## src/rtl/sdp_ram_sync.sv

```systemverilog
// Simple dual-port RAM: one write port and one registered read port on a single clock.
// After reset the array is swept to zero before writes are accepted.
module sdp_ram_sync #(
    parameter int unsigned D_WIDTH = 8,
    parameter int unsigned A_WIDTH = 4
) (
    input  logic               clk,
    input  logic               rst,
    input  logic [A_WIDTH-1:0] address_write,
    input  logic [D_WIDTH-1:0] data_write,
    input  logic               write_enable,
    input  logic [A_WIDTH-1:0] address_read,
    output logic [D_WIDTH-1:0] data_read,
    output logic               init_busy
);

    localparam int unsigned DEPTH = 2 ** A_WIDTH;

    logic [D_WIDTH-1:0] r_mem [DEPTH];
    logic [A_WIDTH-1:0] r_sweep_ptr;
    logic               r_busy;
    logic [D_WIDTH-1:0] r_data_read;

    logic               w_mem_we;
    logic [A_WIDTH-1:0] w_mem_addr;
    logic [D_WIDTH-1:0] w_mem_wdata;
    logic               w_sweep_last;

    // The sweep owns the write port while busy; the array is left alone while rst is held.
    always_comb begin
        w_mem_we     = 1'b0;
        w_mem_addr   = address_write;
        w_mem_wdata  = data_write;
        w_sweep_last = (r_sweep_ptr == A_WIDTH'(DEPTH - 1));
        if (!rst) begin
            if (r_busy) begin
                w_mem_we    = 1'b1;
                w_mem_addr  = r_sweep_ptr;
                w_mem_wdata = '0;
            end else begin
                w_mem_we    = write_enable;
            end
        end
    end

    // Storage array; no reset so it maps onto RAM macros.
    always_ff @(posedge clk) begin
        if (w_mem_we) begin
            r_mem[w_mem_addr] <= w_mem_wdata;
        end
    end

    // Sweep control and read register; reading the pre-edge array gives read-first behaviour.
    always_ff @(posedge clk) begin
        if (rst) begin
            r_data_read <= '0;
            r_busy      <= 1'b1;
            r_sweep_ptr <= '0;
        end else if (r_busy) begin
            r_data_read <= '0;
            r_sweep_ptr <= r_sweep_ptr + A_WIDTH'(1);
            if (w_sweep_last) begin
                r_busy <= 1'b0;
            end
        end else begin
            r_data_read <= r_mem[address_read];
        end
    end

    assign data_read = r_data_read;
    assign init_busy = r_busy;

endmodule

```

## config.mk

```make
export PLATFORM = sky130hd
export DESIGN_NAME = sdp_ram_sync
export DESIGN_NICKNAME = d
export VERILOG_FILES = /design/src/rtl/sdp_ram_sync.sv
export SDC_FILE = /design/constraint.sdc
export NUM_CORES = 1
export LEC_CHECK = 0
export CAP_MARGIN = 20
export CORE_AREA = 2 2 115 117
export DETAILED_ROUTE_END_ITERATION = 7
export DIE_AREA = 0 0 117 119
export GPL_TIMING_DRIVEN = 0
export SETUP_SLACK_MARGIN = 0.4
export SYNTH_ARGS = -nofsm -noshare
export SYNTH_HDL_FRONTEND = slang
export SYNTH_SLANG_ARGS = --single-unit
```

## constraint.sdc

```tcl
create_clock -name clk -period 1.9 [get_ports clk]
set_input_delay 0.475 -clock clk [delete_from_list [all_inputs] [get_ports clk]]
set_output_delay 0.475 -clock clk [all_outputs]
set_load 0.01 [all_outputs]
```

== Yosys cells after proc, flatten, opt, wreduce, memory -nomap -nowiden ==
Memory sizes are Yosys's and may differ from the RTL's. A register that Yosys moved wholly into a read port is not among the register bits.
Cells that the tools add are included.
Widths: inputs -> output; s select.

* Add/sub/neg operators: 1
* Equal/unequal tests: 1
* Mux-type cells: 10
* Reductions and logical operators: 1

{| class="wikitable"
|+ Operators by type and width
! cell !! number
|-
| $mux 8 || 2
|-
| $mux 4 || 2
|-
| $mux 1 || 6
|-
| $add 4x1->4 const B || 1
|-
| $eq 4x4->1 const B || 1
|-
| $reduce_or 2->1 || 1
|}

* Flip-flop bits (word level): 5
* RAM bits: 128
* Input port bits: 19
* Output and inout port bits: 9
* Logic and storage cells: 16
* Memories: 1

{| class="wikitable"
|+ Memories
! memory !! words !! bits a word !! read ports !! clocked after Yosys merged registers in !! wr ports !! line !! text
|-
| r_mem || 16 || 8 || 1 || 1 || 1 || 19 || <nowiki>logic [D_WIDTH-1:0] r_mem [DEPTH];</nowiki>
|}

== Depth between registers and ports, before layout ==
Gate-level depths: netlist (run 1).

* Depth in word-level cells: 4
* Gate-level depth with buffers: 7
* Gate-level depth less buffers: 4

== Worst setup path before layout (run 1) ==
Ideal clock, no wire load.

* Kind: in2reg
* Start point: input port rst
* End point: memory r_mem[1][0], enable pin
* Data arrival time: 1597 ps
* Required time: 1530 ps
* Setup slack: -67 ps
* Stages on the path: 6
* Path buffers: 3
* Path through: buf_6 > nand2b_1 > buf_4 > clkbuf_1 > a31oi_1 > nor2_1

* Word-level cells in the longest chain between the ends: 3

{| class="wikitable"
|+ RTL lines
! element !! line !! text
|-
| start: declaration || 8 || <nowiki>input logic rst,</nowiki>
|-
| $mux 1 || 35 || <nowiki>if (!rst) begin</nowiki>
|-
| $mux 1 || 48 || <nowiki>if (w_mem_we) begin</nowiki>
|-
| $mux 1 (implied by the code) || 49 || <nowiki>r_mem[w_mem_addr] <= w_mem_wdata;</nowiki>
|-
| end: declaration || 19 ||
|}

Parallel ways exist; a longest one is shown, timed or not.

== Final worst setup path (run 1) ==
* Start point: register r_busy (netlist: init_busy)
* End point: memory r_mem[4][3], enable pin

* Word-level cells in the longest chain between the ends: 4

{| class="wikitable"
|+ RTL lines
! element !! line !! text
|-
| start: declaration || 21 || <nowiki>logic r_busy;</nowiki>
|-
| start signal: assignment || 57 || <nowiki>r_busy <= 1'b1;</nowiki>
|-
| start signal: assignment || 63 || <nowiki>r_busy <= 1'b0;</nowiki>
|-
| $mux 1 || 36 || <nowiki>if (r_busy) begin</nowiki>
|-
| $mux 1 || 35 ||
|-
| $mux 1 || 48 ||
|-
| $mux 1 (implied by the code) || 49 ||
|}

Parallel ways exist; a longest one is shown, timed or not.

==> qor.txt, run 1 <==
Layout cells sized above 1: 26.5%
Tmin final: 1.68 ns
Avg WL per Cell: 20.3 um
FFs w/ async S/R, synth: 0%
Gr ovfl total: 0
Fin. Hold Viols: 0
IO Port Bufs: 24
CP top delay family: simple AND/OR/NAND/NOR gates
Reg2Reg Depth: 4
DRT iter0 DRCs: 263
Row count: 42
Slowest Stage Delay on Critical Path: 0.38 ns
Final Cycle Share: 88.6%
Synth Cell Area: 5620 um2
Final clock skew: 0.00330 ns
MaxCap Viol Count: 0
Core box area: 12,900 um2
Post-synth cell types: 38
Worst vdd rail ir drop: 551 uV
Status: completed
IO Pins: 28
Non-Filler Instances: 591
Vias/cell: 5.26
Max-slew headroom: 74.3%
DRT Pass-1 Iters: 5
Seq cells post-synth: 141
Vias in the first global route: 3,242
CTS Sinks: 141
Inserted Clock Buffers: 17
Post-DRT Antenna Nets: 0
# DRC: 0
CTS tree: yes
# H-tree levels: 4
Post-synth top area cell: edfxtp_1
Crit path arrival time: 1.77 ns
Reg clk slew, reported paths: 0.05 ns
Post-synth EDFFs: 128
Final hold slack: 0.277 ns
Inst Count DP: 537
Total GRT Usage: 19.2%
Hold Path Stages: 2
Largest net degree at the start of global routing: 17
Final Max Tran Viols: 0
Aggregate routed wire length: 12,000 um
Initial core utilization: 43.6%
First-pass GRT wire length: 18,800 um
RR Endpoint: r_mem[4][3]$_DFFE_PP_
Buffer and inverter count on the worst path: 0
CTS root buffer: clkbuf_16
Antenna cells: 0
CP required: 1.99 ns
RSZ-0062 raised after global routing: true
WHS Endpoint: r_sweep_ptr[2]$_SDFFE_PP0P_
CP Cell Sequence: or3b_4 -> a21oi_4 -> nand2_4 -> nor2_4
Min-Delay Startpoint: rst
Fin Setup TNS: 0 ns
Post-CTS Hold Buffers: 0
Number of fill cells in the layout: 1,012
CP Max Fanout: 8
Final setup viols: 0
Worst skew pair latency: 0.41 ns
Antenna violations before repair: 0
Vias: 3,107
Fin nets: 423
Share of the yosys chip area belonging to registers: 73.1%
Die area: 13,900 um2
Synth area leaders: edfxtp_1 (68%), mux2i_1 (9.6%), dfxtp_1 (4.6%), a22oi_1 (3.3%), mux4_2 (2.0%)
Hold/Removal Path Class: input port to flop
Crit. End Element: flop
Syn nets: 357
Launching point of the worst reg2reg path: init_busy$_SDFF_PP1_
Die X: 117 um
Power Density: 915 nW/um2
Cells after Synth: 337
Synth Flop Type: edfxtp_1
YS warnings: 0
Deepest clock path buffer count: 2
Area Growth Syn to Fin: 29.3%
Startpoint types: flop
Slew @ Worst Pin: 0.386 ns
Critical path class: flop to flop
DP Wirelength: 7700 um
Leak: 2.57 nW
Placer congestion estimate: 0.738
Max Freq: 594 MHz
Syn Area/Cell: 16.7 um2
Die Ht: 119 um
CP max-delay cell: or3b_4
Top cell type's share of synthesized area: 68.4%
Setup slack, reg-to-reg: 0.22 ns
[area by class of cell]
| cell class | instances | area (um2) | area share [%] |
|---|---|---|---|
| flip-flops and latches | 141 | 4110 | 56.6 |
| multi-input cells | 177 | 1670 | 23.1 |
| repair buffers | 47 | 581 | 7.99 |
| clock buffers | 26 | 459 | 6.32 |
| well taps | 176 | 220 | 3.03 |
| plain buffers | 16 | 190 | 2.62 |
| clock inverters | 5 | 18.8 | 0.258 |
| inverters | 3 | 11.3 | 0.155 |
[placed cells by master (no fill, tap or decap), drive strengths merged, types with 4 or more instances in the layout]
cell and n:
a22oi 25, a31oi 4, clkinv 5, clkdlybuf4s50 10
o21ai 6, edfxtp 128, mux4 6, nand3 5
nor2 24, nand2 18, clkbuf 29, and2 9
dfxtp 13, mux2i 54, dlygate4sd2 10, buf 38
[through the flow]
step	power (mW)	cell area [um2]	util [%]	setup WS, ns
floorplan	3.81	5900	-	0.141
global placement	3.94	6360	49.4	-0.472
detailed placement	3.95	6360	49.4	-0.520
CTS	6.69	7220	56.1	0.208
global route	6.89	7260	56.4	0.159
finish	6.64	7260	56.4	0.217
[power breakdown]
group / switching, mW / internal (mW) / total (mW)
sequential: 0.0191 / 3.43 / 3.45
combinational: 0.266 / 0.201 / 0.467
clock: 1.09 / 1.63 / 2.73
total: 1.38 / 5.27 / 6.64
[cell families after synthesis]
logic type | after synthesis | synth area share (%)
flops | 141 | 73.1
simple gates | 67 | 5.66
mux | 61 | 12.3
compound gates | 45 | 5.55
buf+inv | 19 | 2.72
xor+xnor | 3 | 0.468
fa+ha+maj | 1 | 0.223
[metal layers]
metal / vias up / track usage (%) / share of wire [%]
met5: - / 0 / 0
met4: 0 / 6.76 / 1.5
met3: 18 / 4.89 / 5.3
met2: 84 / 30.9 / 51
met1: 1550 / 25.1 / 43
li1: 1455 / - / -
[flip-flops by register name, summed over array words and instances (netlist names)]
register / count
init_busy: 1
r_sweep_ptr: 4
data_read: 8
r_mem: 128
[worst max-delay path by stage]
stage | start | end | depth (start not counted)
after floorplan | rst | r_mem[8][0]$_DFFE_PP_ | 6
after global placement | address_read[1] | data_read[6]$_SDFF_PP0_ | 6
after detailed placement | address_read[1] | data_read[4]$_SDFF_PP0_ | 6
after CTS | init_busy$_SDFF_PP1_ | r_mem[4][3]$_DFFE_PP_ | 4
after global routing | init_busy$_SDFF_PP1_ | r_mem[4][3]$_DFFE_PP_ | 4
final | init_busy$_SDFF_PP1_ | r_mem[4][3]$_DFFE_PP_ | 4
[timing repair]
item                       in CTS  in global routing
setup buffers                  19                  4
setup endpoints to repair     145                140
cloned                          0                  0
pin swaps                      24                 17
resized for setup              37                 11
[synth_stat cells (3+ instances only)]
cell type / n
edfxtp_1: 128
mux2i_1: 54
a22oi_1: 25
nor2_1: 24
nand2_1: 18
dfxtp_1: 13
and2_1: 9
buf_6: 6
o21ai_1: 6
mux4_2: 5
nand3_1: 5
a31oi_1: 4
buf_2: 4
a21oi_1: 3
clkbuf_1: 3
inv_1: 3
o211ai_1: 3
(Power assumes the default switching activity.)
==> run 2, diff against run 1 <==
--- a/config.mk
+++ b/config.mk
@@ -5,10 +5,11 @@
 export SDC_FILE = /design/constraint.sdc
 export NUM_CORES = 1
 export LEC_CHECK = 0
+export ABC_AREA = 1
 export CAP_MARGIN = 20
-export CORE_AREA = 2 2 115 117
+export CORE_AREA = 2 2 119 121
 export DETAILED_ROUTE_END_ITERATION = 7
-export DIE_AREA = 0 0 117 119
+export DIE_AREA = 0 0 121 123
 export GPL_TIMING_DRIVEN = 0
 export SETUP_SLACK_MARGIN = 0.4
 export SYNTH_ARGS = -nofsm -noshare
==> run 2 against run 1 <==
Net effect:
- synthesized area rose by 7.0%
- cell area rose by 6.9%
- wire length rose by 25%
- fmax rose by 3.4%
- largest cell class unchanged
==> qor.txt, run 2 <==
Status: completed
Largest net degree at the start of global routing: 17
Placer congestion estimate: 0.808
Setup slack, reg-to-reg: 0.27 ns
Max reg flops: 128
YS warnings: 0
Post-Synth Adder-Cell Area: 0.208%
Most frequent cells in the layout: nand2_1 (198), edfxtp_1 (128), nand3_1 (79), inv_1 (78), nor2_4 (20)
Row count: 43
Synth Area in XOR/XNOR: 0%
CP required: 2.04 ns
Deepest clock path buffer count: 2
Antenna violations before repair: 0
FFs w/ async S/R, synth: 0%
Slew @ Worst Pin: 0.503 ns
# H-tree levels: 4
Top cell type's share of synthesized area: 64.0%
Tmin final: 1.63 ns
CTS Sinks: 141
Antenna cells: 0
Final setup viols: 0
Die Ht: 123 um
Vias: 4,288
DP Wirelength: 9970 um
Min-Delay Startpoint: rst
Hold Path Stages: 4
Fin nets: 677
Inserted Clock Buffers: 17
Hold/Removal Path Class: input port to flop
Startpoint types: flop
Buffer and inverter count on the worst path: 3
Area Growth Syn to Fin: 29.1%
Launching point of the worst reg2reg path: init_busy$_SDFF_PP1_
CP Max Fanout: 7
Logic pwr share: 8.5%
IO Pins: 28
WHS Endpoint: r_sweep_ptr[0]$_SDFFE_PP0P_
Final clock skew: 0.00612 ns
Worst skew pair latency: 0.42 ns
Gr ovfl total: 0
Worst vdd rail ir drop: 505 uV
Final Max Tran Viols: 0
Sequential share of power: 45.3%
Post-CTS Hold Buffers: 0
Vias/cell: 5.04
MaxCap Viol Count: 0
Pwr Total: 7.66 mW
P_int: 5.98 mW
Synth cell count leaders: nand2_1 (203), edfxtp_1 (128), nand3_1 (82)
Storage cell area: 4110 um2
Switching Share: 21.9%
CP top delay family: simple AND/OR/NAND/NOR gates
Most common cell after layout, fill and taps aside: nand2_1
# DRC: 0
Post-synth cell types: 24
Largest family of logic cells by synthesized area: simple AND/OR/NAND/NOR gates
WP depth: 8
Avg WL per Cell: 17.6 um
Vias in the first global route: 4,133
Reg2Reg Depth: 8
Multi-input combinational cell area: 1740 um2
Total GRT Usage: 21.5%
Most frequent cell after synthesis: nand2_1
Cells after Synth: 589
IO Port Bufs: 24
Aggregate routed wire length: 14,900 um
RR Endpoint: r_mem[13][3]$_DFFE_PP_
Number of fill cells in the layout: 1,122
Post-synthesis compound-gate area fraction: 1.81%
CTS root buffer: clkbuf_16
DRT Pass-1 Iters: 5
RSZ-0062 raised after global routing: true
CP max-delay cell: dfxtp_4
Post-DRT Antenna Nets: 0
Core box area: 13,600 um2
Die X: 121 um
Syn Area/Cell: 10.2 um2
Layout cells sized above 1: 19.1%
Post-synth top area cell: edfxtp_1
DRT iter0 DRCs: 360
Synth Flop Type: edfxtp_1
Mux share of post-synthesis cell area: 0%
Power Density: 986 nW/um2
Final Cycle Share: 85.7%
CTS tree: yes
Post-synth EDFFs: 128
Clock network power share: 46.1%
Synth area leaders: edfxtp_1 (64%), nand2_1 (13%), nand3_1 (6.8%), inv_1 (5.1%), dfxtp_1 (4.3%)
Reg clk slew, reported paths: 0.05 ns
Share of the yosys chip area belonging to registers: 68.3%
Slowest Stage Delay on Critical Path: 0.36 ns
Syn nets: 609
Max Freq: 614 MHz
Setup Slack @ Placement: -0.886 ns
First-pass GRT wire length: 23,000 um
Crit path arrival time: 1.77 ns
Fin Setup TNS: 0 ns
Simple logic cell fraction of the synthesized area: 22.0%
Max-slew headroom: 66.5%
Final setup margin: 0.272 ns
Initial core utilization: 44.1%
Leak: 3.22 nW
Switching power: 1.68 mW
Crit-path most repeated cell: nand2_8
Die area: 14,900 um2
CP Cell Sequence: nand2_8 -> inv_6 -> or2_4 -> o21ai_4 -> buf_6 -> nand2_8 -> nor2_4 -> buf_12
Crit. End Element: flop
Critical path class: flop to flop
Fin. Hold Viols: 0
Synth Cell Area: 6010 um2
Seq cells post-synth: 141
Reg with most FFs: r_mem
==> run 2: changes by cell type after synthesis, sizes merged, moves of 3 or more <==
cell / previous run / this run
mux2i: 54 / 0
nand2: 18 / 204
a22oi: 25 / 0
a31oi: 4 / 0
mux4: 6 / 0
inv: 3 / 85
o211ai: 3 / 0
a21oi: 3 / 10
and2: 9 / 0
nor2: 24 / 27
buf: 13 / 20
nand3: 5 / 84
==> run 2: cell type report <==
type                    count  share of cell area, %
clock buffers              18                   5.53
plain buffers              25                   2.13
clock inverters            14                   2.56
multi-input cells         337                   22.4
repair buffers             49                   7.06
inverters                  86                   4.47
flip-flops and latches    141                   52.9
well taps                 180                   2.90
==> run 2: cell families (layout without fill, tap and decap cells) <==
group	after synthesis	in the layout
simple gates	318	318
compound gates	18	18
buf+inv	111	192
flops	141	141
fa+ha+maj	1	1
==> run 2: what timing repair did <==
action | in CTS | in global routing
resized for setup | 55 | 16
pin swaps | 15 | 12
setup endpoints to repair | 274 | 177
setup buffers | 16 | 3
gates cloned | 1 | 0
==> run 2: power groups by stage <==
stage / registers [mW] / logic (mW) / clock network (mW)
finish: 3.47 / 0.651 / 3.53
global route: 3.48 / 0.708 / 3.69
CTS: 3.47 / 0.622 / 3.56
detailed placement: 3.54 / 0.552 / 0
global placement: 3.54 / 0.526 / 0
floorplan: 3.53 / 0.358 / 0
==> run 2: worst max-delay path by stage <==
stage	from	endpoint	slack, ns
2_1_floorplan	rst	r_mem[0][0]$_DFFE_PP_	0.24
3_3_place_gp	rst	r_mem[9][3]$_DFFE_PP_	-1.20
3_5_place_dp	rst	r_mem[0][1]$_DFFE_PP_	-0.89
4_1_cts	init_busy$_SDFF_PP1_	r_mem[15][2]$_DFFE_PP_	0.25
5_1_grt	init_busy$_SDFF_PP1_	r_mem[13][5]$_DFFE_PP_	0.22
6_report	init_busy$_SDFF_PP1_	r_mem[13][3]$_DFFE_PP_	0.27
==> run 2: layer usage <==
| metal | GRT usage, % | share of wire (%) | routed length [um] |
|---|---|---|---|
| met5 | 0 | 0 | 0 |
| met4 | 9.67 | 1.6 | 245 |
| met3 | 4.20 | 5.8 | 867 |
| met2 | 36.7 | 51 | 7640 |
| met1 | 26.6 | 41 | 6190 |
==> run 2: worst min-delay path, stage by stage <==
cell	delay, ns
buf_2	0.20
inv_12	0.06
nand2_1	0.07
nor2_1	0.04
==> run 2: through the flow <==
stage | instances | hold WS [ns] | instance area [um2] | util, %
3_5_place_dp | 798 | 0.479 | 6740 | 49.5
5_1_grt | 850 | 0.483 | 7760 | 57.0
4_1_cts | 847 | 0.429 | 7670 | 56.4
6_report | 850 | 0.468 | 7760 | 57.0
2_1_floorplan | 589 | 0.452 | 6210 | -
3_3_place_gp | 793 | 0.463 | 6680 | 49.1
==> run 3, diff against run 2 <==
--- a/config.mk
+++ b/config.mk
@@ -8,6 +8,7 @@
 export ABC_AREA = 1
 export CAP_MARGIN = 20
 export CORE_AREA = 2 2 119 121
+export CTS_CLUSTER_DIAMETER = 50
 export DETAILED_ROUTE_END_ITERATION = 7
 export DIE_AREA = 0 0 121 123
 export GPL_TIMING_DRIVEN = 0
==> results of run 3 <==
No change in the layout: final DEF, timing and power equal those of run 2.
